**src/rtl/servant_uart.sv**
```systemverilog
// Wishbone UART: TX FIFO feeding an 8N1 serialiser with a programmable baud divisor.
// Optional single-byte receiver is built when SERVANT_UART_RX_EN is defined.
module servant_uart #(
   parameter int          FIFO_DEPTH = 8,
   parameter logic [15:0] DIV_RESET  = 16'd434
) (
   input  logic        i_clk,
   input  logic        i_nrst,
   input  logic [31:0] i_wb_adr,
   input  logic [31:0] i_wb_dat,
   input  logic [3:0]  i_wb_sel,
   input  logic        i_wb_we,
   input  logic        i_wb_cyc,
   output logic [31:0] o_wb_rdt,
   output logic        o_wb_ack,
   input  logic        i_rx,
   output logic        o_tx
);
   localparam int AW = $clog2(FIFO_DEPTH);
   localparam int CW = AW + 1;
   localparam logic [CW-1:0] FULL_CNT = CW'(FIFO_DEPTH);

   typedef enum logic [1:0] {S_IDLE, S_START, S_DATA, S_STOP} tx_state_t;

   logic          r_ack, r_tx, r_txovr;
   logic [31:0]   r_rdt;
   logic [15:0]   r_div, r_cnt;
   logic [7:0]    r_shift;
   logic [2:0]    r_bitcnt;
   logic [7:0]    r_mem [FIFO_DEPTH];
   logic [AW-1:0] r_wptr, r_rptr;
   logic [CW-1:0] r_count;
   tx_state_t     r_state, w_next;

   logic [1:0]  w_adr;
   logic        w_req, w_wr, w_rd, w_wr_data, w_wr_stat, w_wr_div, w_rd_data;
   logic        w_full, w_empty, w_busy, w_push, w_pop, w_ovr, w_tick;
   logic [15:0] w_div_wr;
   logic [31:0] w_rdata;
   logic        w_rxv, w_rxovr, w_ferr;
   logic [7:0]  w_rx_byte;
   logic        w_unused;

   assign w_unused  = ^{i_wb_adr[31:4], i_wb_adr[1:0], i_wb_dat[31:16], i_wb_sel[3:2]};
   assign w_adr     = i_wb_adr[3:2];
   assign w_req     = i_wb_cyc & ~r_ack;
   assign w_wr      = w_req & i_wb_we;
   assign w_rd      = w_req & ~i_wb_we;
   assign w_wr_data = w_wr & (w_adr == 2'd0) & i_wb_sel[0];
   assign w_wr_stat = w_wr & (w_adr == 2'd1) & i_wb_sel[0];
   assign w_wr_div  = w_wr & (w_adr == 2'd2) & (|i_wb_sel[1:0]);
   assign w_rd_data = w_rd & (w_adr == 2'd0);
   assign w_div_wr  = {i_wb_sel[1] ? i_wb_dat[15:8] : r_div[15:8],
                       i_wb_sel[0] ? i_wb_dat[7:0]  : r_div[7:0]};

   assign w_full  = (r_count == FULL_CNT);
   assign w_empty = (r_count == '0);
   assign w_busy  = (r_state != S_IDLE) | ~w_empty;
   // A pop in the same cycle frees a slot, so a push into a full FIFO still lands.
   assign w_push  = w_wr_data & (~w_full | w_pop);
   assign w_ovr   = w_wr_data & w_full & ~w_pop;
   assign w_tick  = (r_cnt == 16'd0);

   always_comb begin
      w_rdata = '0;
      case (w_adr)
         2'd0:    w_rdata = {24'b0, w_rx_byte};
         2'd1:    w_rdata = {25'b0, w_ferr, w_rxovr, w_rxv, r_txovr, w_busy, w_empty, w_full};
         2'd2:    w_rdata = {16'b0, r_div};
         default: w_rdata = '0;
      endcase
   end

   always_ff @(posedge i_clk or negedge i_nrst) begin
      if (!i_nrst) begin
         r_ack   <= 1'b0;
         r_rdt   <= '0;
         r_div   <= DIV_RESET;
         r_txovr <= 1'b0;
      end else begin
         r_ack <= w_req;
         r_rdt <= w_rd ? w_rdata : 32'd0;
         if (w_wr_div)
            r_div <= (w_div_wr < 16'd2) ? 16'd2 : w_div_wr;
         if (w_ovr)
            r_txovr <= 1'b1;
         else if (w_wr_stat && i_wb_dat[3])
            r_txovr <= 1'b0;
      end
   end

   always_ff @(posedge i_clk) begin
      if (w_push)
         r_mem[r_wptr] <= i_wb_dat[7:0];
   end

   always_ff @(posedge i_clk or negedge i_nrst) begin
      if (!i_nrst) begin
         r_wptr  <= '0;
         r_rptr  <= '0;
         r_count <= '0;
      end else begin
         if (w_push) r_wptr <= r_wptr + AW'(1);
         if (w_pop)  r_rptr <= r_rptr + AW'(1);
         case ({w_push, w_pop})
            2'b10:   r_count <= r_count + CW'(1);
            2'b01:   r_count <= r_count - CW'(1);
            default: r_count <= r_count;
         endcase
      end
   end

   always_ff @(posedge i_clk or negedge i_nrst) begin
      if (!i_nrst) r_state <= S_IDLE;
      else         r_state <= w_next;
   end

   always_comb begin
      w_next = r_state;
      case (r_state)
         S_IDLE:  if (!w_empty) w_next = S_START;
         S_START: if (w_tick) w_next = S_DATA;
         S_DATA:  if (w_tick && r_bitcnt == 3'd7) w_next = S_STOP;
         S_STOP:  if (w_tick) w_next = w_empty ? S_IDLE : S_START;
         default: w_next = S_IDLE;
      endcase
   end

   always_comb begin
      w_pop = 1'b0;
      if (!w_empty && (r_state == S_IDLE || (r_state == S_STOP && w_tick)))
         w_pop = 1'b1;
   end

   // The counter reloads from r_div only at bit boundaries, so a new divisor waits for the next bit.
   always_ff @(posedge i_clk or negedge i_nrst) begin
      if (!i_nrst) begin
         r_tx     <= 1'b1;
         r_cnt    <= '0;
         r_shift  <= '0;
         r_bitcnt <= '0;
      end else if (w_pop) begin
         r_tx     <= 1'b0;
         r_shift  <= r_mem[r_rptr];
         r_cnt    <= r_div - 16'd1;
         r_bitcnt <= '0;
      end else if (r_state != S_IDLE) begin
         if (!w_tick) begin
            r_cnt <= r_cnt - 16'd1;
         end else begin
            r_cnt <= r_div - 16'd1;
            case (r_state)
               S_START: begin
                  r_tx    <= r_shift[0];
                  r_shift <= {1'b0, r_shift[7:1]};
               end
               S_DATA: begin
                  if (r_bitcnt == 3'd7) begin
                     r_tx <= 1'b1;
                  end else begin
                     r_tx     <= r_shift[0];
                     r_shift  <= {1'b0, r_shift[7:1]};
                     r_bitcnt <= r_bitcnt + 3'd1;
                  end
               end
               default: r_tx <= 1'b1;
            endcase
         end
      end
   end

`ifdef SERVANT_UART_RX_EN
   typedef enum logic [1:0] {R_IDLE, R_START, R_DATA, R_STOP} rx_state_t;
   rx_state_t   r_rx_state, w_rx_next;
   logic        r_rx_s1, r_rx_s2, r_rx_d, r_rxv, r_rxovr, r_ferr;
   logic [15:0] r_rx_cnt;
   logic [2:0]  r_rx_bit;
   logic [7:0]  r_rx_sh, r_rx_byte;
   logic        w_rx_tick, w_rx_fall, w_rx_done;

   assign w_rx_tick = (r_rx_cnt == 16'd0);
   assign w_rx_fall = r_rx_d & ~r_rx_s2;

   always_ff @(posedge i_clk or negedge i_nrst) begin
      if (!i_nrst) r_rx_state <= R_IDLE;
      else         r_rx_state <= w_rx_next;
   end

   always_comb begin
      w_rx_next = r_rx_state;
      case (r_rx_state)
         R_IDLE:  if (w_rx_fall) w_rx_next = R_START;
         R_START: if (w_rx_tick) w_rx_next = r_rx_s2 ? R_IDLE : R_DATA;
         R_DATA:  if (w_rx_tick && r_rx_bit == 3'd7) w_rx_next = R_STOP;
         R_STOP:  if (w_rx_tick) w_rx_next = R_IDLE;
         default: w_rx_next = R_IDLE;
      endcase
   end

   always_comb begin
      w_rx_done = (r_rx_state == R_STOP) && w_rx_tick;
   end

   // Idle preloads half a bit so the start bit is re-checked mid-bit before committing.
   always_ff @(posedge i_clk or negedge i_nrst) begin
      if (!i_nrst) begin
         r_rx_s1 <= 1'b1;  r_rx_s2 <= 1'b1;  r_rx_d <= 1'b1;
         r_rx_cnt <= '0;   r_rx_bit <= '0;   r_rx_sh <= '0;   r_rx_byte <= '0;
         r_rxv <= 1'b0;    r_rxovr <= 1'b0;  r_ferr <= 1'b0;
      end else begin
         r_rx_s1 <= i_rx;
         r_rx_s2 <= r_rx_s1;
         r_rx_d  <= r_rx_s2;
         if (r_rx_state == R_IDLE)  r_rx_cnt <= (r_div >> 1) - 16'd1;
         else if (w_rx_tick)        r_rx_cnt <= r_div - 16'd1;
         else                       r_rx_cnt <= r_rx_cnt - 16'd1;
         if (r_rx_state == R_START) r_rx_bit <= '0;
         if (r_rx_state == R_DATA && w_rx_tick) begin
            r_rx_sh  <= {r_rx_s2, r_rx_sh[7:1]};
            r_rx_bit <= r_rx_bit + 3'd1;
         end
         if (w_rx_done && !r_rxv) begin
            r_rx_byte <= r_rx_sh;
            r_rxv     <= 1'b1;
         end else if (w_rd_data) begin
            r_rxv <= 1'b0;
         end
         if (w_rx_done && r_rxv)                r_rxovr <= 1'b1;
         else if (w_wr_stat && i_wb_dat[5])     r_rxovr <= 1'b0;
         if (w_rx_done && !r_rx_s2)             r_ferr  <= 1'b1;
         else if (w_wr_stat && i_wb_dat[6])     r_ferr  <= 1'b0;
      end
   end

   assign w_rxv     = r_rxv;
   assign w_rxovr   = r_rxovr;
   assign w_ferr    = r_ferr;
   assign w_rx_byte = r_rx_byte;
`else
   logic w_unused_rx;
   assign w_unused_rx = i_rx;
   assign w_rxv       = 1'b0;
   assign w_rxovr     = 1'b0;
   assign w_ferr      = 1'b0;
   assign w_rx_byte   = 8'd0;
`endif

   assign o_wb_ack = r_ack;
   assign o_wb_rdt = r_rdt;
   assign o_tx     = r_tx;
endmodule

```
**config.mk**
```make
export PLATFORM = sky130hd
export DESIGN_NAME = servant_uart
export DESIGN_NICKNAME = d
export VERILOG_FILES = /design/src/rtl/servant_uart.sv
export SDC_FILE = /design/constraint.sdc
export NUM_CORES = 1
export LEC_CHECK = 0
export BUFFER_PORTS_ARGS = -buffer_cell sky130_fd_sc_hd__buf_4
export CAP_MARGIN = 40
export CORE_MARGIN = 2
export CORE_UTILIZATION = 45
export CTS_CLUSTER_SIZE = 30
export DETAILED_ROUTE_END_ITERATION = 8
export PLACE_DENSITY = 0.73
export SETUP_SLACK_MARGIN = 0.02
export SYNTH_ARGS = -nofsm -noshare
export SYNTH_HDL_FRONTEND = slang
export SYNTH_SLANG_ARGS = --single-unit
```
**constraint.sdc**
```tcl
create_clock -name i_clk -period 3.48 [get_ports i_clk]
set_input_delay 0.174 -clock i_clk [delete_from_list [all_inputs] [get_ports i_clk]]
set_output_delay 0.174 -clock i_clk [all_outputs]
set_load 0.02 [all_outputs]
```
==> flow_summary.yaml, run 1 <==
worst_setup_path:
  crit_fanout: 5
  start_kind: "flop"
  path_cells: "ha_1 > or4b_2 > o41a_1 > nor2_2 > nand2_1 > xnor2_1 > ha_1 > or4_1 > o22ai_1 > xor2_1"
  crit_family: "simple AND/OR/NAND/NOR gates"
  critPathSlowestCell: "or4b_2"
  crit_arrival_ns: 3.56
  r2r_slack_ns: 0.27
  critical_path.max_stage_delay_ns: 0.62
  worst-path-buf-inv: 0
  required_ns: 3.83
  critical_path_class: "flop to flop"
  crit_path_frequent_cell: "ha_1"
  endpoint_kind: "flop"
final_layout:
  nFillCells: 1171
  diodes: 0
  syn2layout_area_growth_pct: 18.9
  drive_gt1_share_pct: 23.0
  fin_nets: 685
yosys:
  ys_ff_latch: 138
  ys.flop_type: "dfrtp_1"
  synth_edf_count: 64
  synth_top_cell_by_area: "edfxtp_1"
  synth_cell_types: 66
  yosys_warnings: 0
  synth_area_leaders: "edfxtp_1 29%, dfrtp_1 26%, mux4_2 5.5%"
  netlist_area_um2: 6610
  async_flop_share_pct: 53.6
  synth_cells: 532
  synth_top_area_share_pct: 29.1
  seq_area_frac_synth_pct: 57.2
  avgSynthCellArea_um2: 12.4
floorplanning:
  core.rowCount: 44
  die_h_um: 125
  die-width_um: 125
  ioPinCount: 107
  core-area_um2: 14400
  dieArea_um2: 15700
  start_util_pct: 45.8
min_path:
  hp-class: "primary input to flop"
routing:
  drc: 0
  initialDrtViolationCount: 286
  drt_first_pass_iters: 5
  num_vias: 4469
  viasPerCell: 5.64
  routed_wl_um: 14000
  wl_per_cell_um: 17.7
  ant_nets: 0
grt:
  grtUsageTotal_pct: 18.9
  overflow: 0
  first_global_vias: 4446
  grt_pass1_wl_um: 23300
  grt_max_degree: 43
  antenna_found_initial: 0
clock_network:
  clk_pin_slew_ns: 0.06
  postCtsSetupBuffers: 0
  cts-buffers-inserted: 17
  htreeDepth: 4
  insertion_delay_ns: 0.43
  root_buffer: "clkbuf_16"
  clock_path_buffers: 2
  cts_resized: 0
  clock_sinks: 138
  cts_tree: "built"
timing:
  setup_violations: 0
  slew_headroom_pct: 47.6
  finClkSkew_ns: 0.0134
  slew_violations: 0
  fmax_mhz: 311
  post-route-min-period_ns: 3.21
  worst_slew_pin_slew_ns: 0.786
  worst_hold_slack_ns: 0.00392
  setup_tns_ns: 0
  min_period_over_period_pct: 92.3
  timing_hold_violations_final: 0
  rsz0062_at_grt: "false"
pwr:
  cellLeakagePower_nw: 3.18
  p_per_area_nw_per_um2: 775
  vdd_drop_max_mv: 0.620
flow_run:
  maxCapViolCount: 0
place:
  place_congestion: 0.879
  portBuffers: 41
  post-dp-hpwl_um: 9730
outcome:
  status: "complete, no violations"
cell type report:
| class | instances | area [um^2] | share of cell area, % |
|---|---|---|---|
| tap | 184 | 230 | 2.93 |
| clock buffer | 17 | 425 | 5.42 |
| multi-input combinational | 357 | 2620 | 33.3 |
| timing repair buffer | 69 | 553 | 7.04 |
| sequential | 138 | 3780 | 48.1 |
| inverter | 13 | 48.8 | 0.621 |
| clock inverter | 15 | 200 | 2.55 |
power breakdown:
part           total (mW)  internal (mW)  switching [mW]
Combinational        1.84          0.852           0.993
Clock                1.90           1.16           0.743
Sequential           2.34           1.99           0.354
Total                6.08           3.99            2.09
Yosys cell counts (all sizes together), types with 13 or more instances:
| master | instances |
|---|---|
| a21oi | 20 |
| buf | 24 |
| clkbuf | 15 |
| dfrtp | 68 |
| edfxtp | 64 |
| ha | 16 |
| inv | 13 |
| mux2 | 17 |
| mux4 | 16 |
| nand2 | 44 |
| nor2 | 40 |
| nor4 | 13 |
| o21ai | 17 |
| xnor2 | 13 |
metal layers:
layer	share of wire (%)	track usage, %	wire length, um	vias to the layer above
met5	0	0	0	-
met4	1.6	5.75	225	0
met3	4.5	4.92	636	18
met2	50	30.7	6960	132
met1	44	25.2	6210	2224
li1	-	-	-	2095
worst paths after layout:
kind                                         from                endpoint  depth (start not counted)
max                        r_state[1]$_DFFE_PN0P_  r_count[2]$_DFFE_PN0P_                         10
min                                   i_wb_dat[5]   r_mem[6][5]$_DFFE_PP_                          1
max reg2reg                r_state[1]$_DFFE_PN0P_  r_count[2]$_DFFE_PN0P_                         10
min reg2reg                      o_tx$_DFFE_PN1P_        o_tx$_DFFE_PN1P_                          2
max in group asynchronous                  i_nrst    r_div[1]$_DFFE_PN1P_                          3
min in group asynchronous                  i_nrst  o_wb_rdt[11]$_DFF_PN0_                          2
cells by family after synthesis:
logic type	synth area share, %
xor+xnor	2.78
flops	57.2
compound gates	9.55
simple gates	13.9
mux	9.26
other cells	0.0568
buf+inv	4.19
fa+ha+maj	3.03
flip-flops by register name, indices dropped and copies added (netlist names), 2 cells and up:
| register | count |
|---|---|
| r_wptr | 3 |
| r_state | 2 |
| r_count | 4 |
| r_rptr | 3 |
| o_wb_rdt | 16 |
| r_div | 16 |
| r_bitcnt | 3 |
| r_shift | 8 |
| r_cnt | 16 |
| r_mem | 64 |
timing repair:
item                       CTS  global route
hold endpoints to repair    39             0
setup endpoints to repair    0             0
hold buffers                 9             0
through the flow:
step / std cells / worst slack [ns] / utilization (%) / area, um^2 / total power [mW]
after global routing: 793 / 0.0551 / 54.4 / 7850 / 6.44
final: 793 / 0.268 / 54.4 / 7850 / 6.08
after floorplan: 547 / 0.247 / - / 6660 / 3.69
after global placement: 751 / 0.411 / 49.3 / 7120 / 4.07
after CTS: 793 / 0.289 / 54.4 / 7850 / 6.11
after detailed placement: 752 / 0.311 / 49.5 / 7140 / 4.18
placed cells by master (no fill, tap or decap), drive strengths merged, types with 8 or more instances in the layout:
cell type	synthesis	routed
nor2	40	40
or4	9	9
ha	16	16
mux2	17	17
nor4	13	13
nand2	44	44
xnor2	13	13
conb	1	16
xor2	8	8
o31ai	9	9
buf	24	60
nor2b	8	8
mux4	16	16
nor3	11	11
dfrtp	68	68
nand3	10	10
a21oi	20	20
and2	12	12
o21ai	17	17
dlygate4sd3	0	9
edfxtp	64	64
inv	13	23
clkbuf	15	17
No activity file was read; power rests on OpenSTA's default activity.
==> inputs of run 2 (changes only) <==
PLACE_DENSITY = 0.71   (was 0.73)
clock period = 3.24 ns   (was 3.48 ns; I/O delays follow)
==> flow_summary.yaml, run 2 (synthesis results as in run 1) <==
final_layout:
  largest_reg_flops: 64
  fin_area_um2: 7880
  diodes: 0
  regMostFlops: "r_mem"
  layout_common_cells: "66 x dfrtp_1, 64 x buf_4, 64 x edfxtp_1, 44 x nand2_1, 39 x nor2_1"
  final_common_cell: "dfrtp_1"
  fin_nets: 694
  drive_gt1_share_pct: 23.9
  syn2layout_area_growth_pct: 19.4
floorplanning:
  die-width_um: 125
  core.rowCount: 44
  dieArea_um2: 15700
  start_util_pct: 45.8
  die_h_um: 125
  ioPinCount: 107
  core-area_um2: 14400
worst_setup_path:
  crit_arrival_ns: 3.46
  crit_family: "simple AND/OR/NAND/NOR gates"
  critical_path.max_stage_delay_ns: 0.58
  start_kind: "flop"
  crit_fanout: 5
  worst-path-buf-inv: 0
  required_ns: 3.58
  endpoint_kind: "flop"
  critPathSlowestCell: "or4b_2"
  path_cells: "ha_4 > or4b_2 > o41a_1 > nor2_4 > nand2_1 > xnor2_1 > ha_1 > or4_1 > o22ai_1 > xor2_1"
  critical_path_class: "flop to flop"
pwr:
  vdd_drop_max_mv: 0.544
  total_power_mw: 6.33
  combPwrFrac_pct: 32.0
  power_switching_mw: 2.22
  sw_frac_of_total_pct: 35.1
  seq_power_share_pct: 39.9
  p_int_mw: 4.10
  cellLeakagePower_nw: 3.19
  clkPwrFrac_pct: 28.2
  p_per_area_nw_per_um2: 803
timing:
  post-route-min-period_ns: 3.12
  setup_violations: 0
  setup_tns_ns: 0
  timing_hold_violations_final: 0
  worst_slew_pin_slew_ns: 0.817
  rsz0062_at_grt: "false"
  fmax_mhz: 321
  min_period_over_period_pct: 96.2
  slew_violations: 0
  slew_headroom_pct: 44.8
  finClkSkew_ns: 0.00974
outcome:
  status: "complete, no violations"
routing:
  drc: 0
  ant_nets: 0
  num_vias: 4486
  initialDrtViolationCount: 328
  routed_wl_um: 14000
  wl_per_cell_um: 17.4
  viasPerCell: 5.59
  drt_first_pass_iters: 5
grt:
  grt_max_degree: 65
  antenna_found_initial: 0
  grt_pass1_wl_um: 22600
  first_global_vias: 4407
  grtUsageTotal_pct: 18.4
  overflow: 0
place:
  portBuffers: 41
  place_congestion: 0.868
  placed_area_um2: 7170
  post-dp-hpwl_um: 9800
clock_network:
  clk_pin_slew_ns: 0.06
  insertion_delay_ns: 0.43
  htreeDepth: 4
  clock_sinks: 138
  cts-buffers-inserted: 17
  clock_path_buffers: 2
  root_buffer: "clkbuf_16"
  cts_tree: "built"
min_path:
  hp-class: "primary input to flop"
flow_run:
  maxCapViolCount: 0
run 2: cell types whose count changed in the layout (fill, tap and decap cells not counted), sizes merged:
| cell | before | now |
|---|---|---|
| clkbuf | 17 | 18 |
| dlygate4sd3 | 9 | 13 |
| clkinvlp | 2 | 3 |
| clkinv | 0 | 5 |
| buf | 60 | 65 |
| bufinv | 3 | 0 |
| inv | 23 | 19 |
run 2: layout make-up:
cell class	count	area, um^2
inverters	13	48.8
multi-input cells	357	2630
clock buffers	18	439
repair buffers	78	638
flip-flops and latches	138	3780
clock inverters	14	111
well taps	184	230
fillers	1186	6540
run 2: through the flow:
| stage | util (%) | setup WS, ns | cells | hold WS [ns] |
|---|---|---|---|---|
| floorplan | - | 0.0950 | 547 | -0.134 |
| global placement | 49.5 | 0.206 | 754 | 0.353 |
| detailed placement | 49.7 | 0.121 | 755 | 0.0164 |
| CTS | 54.4 | 0.103 | 800 | 0.00117 |
| global route | 54.7 | 0.00648 | 802 | 0.00650 |
| finish | 54.7 | 0.124 | 802 | 0.00832 |
run 2: worst paths after layout:
check                           slack, ns                    from                     end  cells past startpoint
worst max register to register       0.12  r_state[1]$_DFFE_PN0P_  r_count[2]$_DFFE_PN0P_                     10
worst min register to register       0.47        o_tx$_DFFE_PN1P_        o_tx$_DFFE_PN1P_                      2
worst max-delay path                 0.12  r_state[1]$_DFFE_PN0P_  r_count[2]$_DFFE_PN0P_                     10
min in group asynchronous            0.13                  i_nrst    r_cnt[9]$_DFFE_PN0P_                      2
worst min-delay path                0.008             i_wb_dat[4]   r_mem[3][4]$_DFFE_PP_                      1
max in group asynchronous            2.52                  i_nrst    r_div[5]$_DFFE_PN1P_                      3
run 2: power groups by stage:
stage | logic [mW] | clock network, mW | registers [mW]
6_report | 2.02 | 1.78 | 2.52
5_1_grt | 2.25 | 1.89 | 2.58
4_1_cts | 2.00 | 1.81 | 2.51
3_5_place_dp | 1.98 | 0 | 2.54
3_3_place_gp | 1.89 | 0 | 2.52
2_1_floorplan | 1.58 | 0 | 2.38
run 2: worst reg2reg max path: cells and delay by family (launching register included):
kind | cells | cell delay (ns)
AO/OA/AOI/OAI | 2 | 0.64
AND/OR/NAND/NOR | 4 | 1.29
XOR/XNOR | 2 | 0.32
flip-flops | 1 | 0.42
adder cells (fa/ha/maj) | 2 | 0.38
run 2: repair_timing:
item | CTS | global route
hold buffers | 13 | 0
buffers inserted | 0 | 2
gates resized for setup | 0 | 4
endpoints found under the setup margin | 0 | 1
endpoints found under the hold margin | 108 | 0
run 2: layer usage:
layer  track usage [%]  share of wire (%)  vias up  wire length, um
li1                  -                  -     2106                -
met1              24.9                 45     2232             6280
met2              29.8                 49      128             6890
met3              3.98                4.2       20              586
met4              6.14                1.5        0              213
met5                 0                  0        -                0
==> inputs of run 3 (changes only) <==
CORE_MARGIN = 5   (was 2)
==> flow_summary.yaml, run 3 (synthesis results as in run 1) <==
timing:
  slew_headroom_pct: 48.5
  worst_slew_pin_slew_ns: 0.773
  post-route-min-period_ns: 3.05
  timing_hold_violations_final: 0
  min_period_over_period_pct: 94.0
  setup_violations: 0
  layout_setup_ws_ns: 0.194
  finClkSkew_ns: 0.00699
  rsz0062_at_grt: "false"
  worst_hold_slack_ns: 0.00747
  fmax_mhz: 328
  slew_violations: 0
  setup_tns_ns: 0
routing:
  ant_nets: 0
  drt_first_pass_iters: 5
  drc: 0
  viasPerCell: 5.69
  routed_wl_um: 14600
  num_vias: 4583
  initialDrtViolationCount: 346
  wl_per_cell_um: 18.2
floorplanning:
  core.rowCount: 44
  die-width_um: 131
  dieArea_um2: 17200
  core-area_um2: 14500
  die_h_um: 131
  ioPinCount: 107
  start_util_pct: 45.6
final_layout:
  final_common_cell: "dfrtp_1"
  largest_reg_flops: 64
  fin_area_um2: 7940
  diodes: 0
  drive_gt1_share_pct: 23.7
  regMostFlops: "r_mem"
  nFillCells: 1198
  final_cells: 805
  layout_common_cells: "68 x dfrtp_1, 65 x buf_4, 64 x edfxtp_1, 44 x nand2_1, 39 x nor2_1"
  fin_nets: 697
  syn2layout_area_growth_pct: 20.2
  final_core_util_pct: 54.8
place:
  post-dp-hpwl_um: 10100
  place_congestion: 0.896
  place_inst: 755
  placed_area_um2: 7170
  portBuffers: 41
  pre_cts_ws_ns: 0.145
min_path:
  hp-class: "primary input to flop"
  hp-start: "i_wb_dat[5]"
worst_setup_path:
  crit_fanout: 4
  crit_arrival_ns: 3.40
  startpoint: "r_state[0]$_DFFE_PN0P_"
  r2r_start: "r_state[0]$_DFFE_PN0P_"
  start_kind: "flop"
  endpoint_kind: "flop"
  critical_path_class: "flop to flop"
  required_ns: 3.59
flow_run:
  maxCapViolCount: 0
pwr:
  combPwrFrac_pct: 31.3
  clkPwrFrac_pct: 29.2
  power_switching_mw: 2.24
  p_int_mw: 4.23
  sw_frac_of_total_pct: 34.6
  total_power_mw: 6.46
  seq_power_share_pct: 39.5
  p_per_area_nw_per_um2: 814
  vdd_drop_max_mv: 0.376
  cellLeakagePower_nw: 3.22
outcome:
  status: "complete, no violations"
grt:
  overflow: 0
  antenna_found_initial: 0
  grtUsageTotal_pct: 17.2
  grt_pass1_wl_um: 23700
  grt_max_degree: 60
  first_global_vias: 4566
clock_network:
  clk_pin_slew_ns: 0.06
  htreeDepth: 4
  root_buffer: "clkbuf_16"
  cts_tree: "built"
  cts-buffers-inserted: 17
  clock_sinks: 138
  clock_path_buffers: 2
  insertion_delay_ns: 0.43
run 3: final timing paths:
path                       slack (ns)  depth (start not counted)                     end
setup / recovery                 0.19                         10  r_count[2]$_DFFE_PN0P_
hold / removal                  0.007                          1   r_mem[0][5]$_DFFE_PP_
setup reg to reg                 0.19                         10  r_count[2]$_DFFE_PN0P_
hold reg to reg                  0.46                          2        o_tx$_DFFE_PN1P_
max in group asynchronous        2.49                          3    r_div[5]$_DFFE_PN1P_
min in group asynchronous        0.14                          2    r_cnt[9]$_DFFE_PN0P_
run 3: routing by layer:
metal | wire, um | up-vias | track usage [%]
met3 | 951 | 25 | 4.36
met1 | 6340 | 2274 | 23.1
met2 | 7060 | 170 | 27.1
met4 | 289 | 0 | 6.52
li1 | - | 2114 | -
met5 | 0 | - | 0
run 3: power groups by stage:
stage          sequential [mW]  clock (mW)  combinational [mW]
6_report                  2.55        1.89                2.03
3_5_place_dp              2.58           0                1.96
3_3_place_gp              2.55           0                1.86
2_1_floorplan             2.38           0                1.58
4_1_cts                   2.55        1.91                1.99
5_1_grt                   2.60        1.99                2.25
run 3: layout make-up:
type                       instances  area, um^2  share of cell area [%]
clock buffer                      20         467                    5.88
clock inverter                    12         113                    1.42
inverter                          13        48.8                   0.615
multi-input combinational        357        2630                    33.2
sequential                       138        3780                    47.6
tap                              184         230                    2.90
timing repair buffer              81         666                    8.39
run 3: what timing repair did:
item / CTS / global route
hold buffers: 15 / 0
gates resized for setup: 0 / 2
setup buffers: 0 / 3
hold endpoints to repair: 124 / 0
endpoints found under the setup margin: 0 / 1
run 3: critical path: stages (launching register included):
cell and delay, ns:
dfrtp_1 0.39, ha_4 0.18, or4b_2 0.58, o41a_1 0.44, nor2_4 0.14, nand2_1 0.07
xnor2_1 0.14, ha_1 0.20, or4_1 0.49, o22ai_1 0.19, xor2_1 0.16
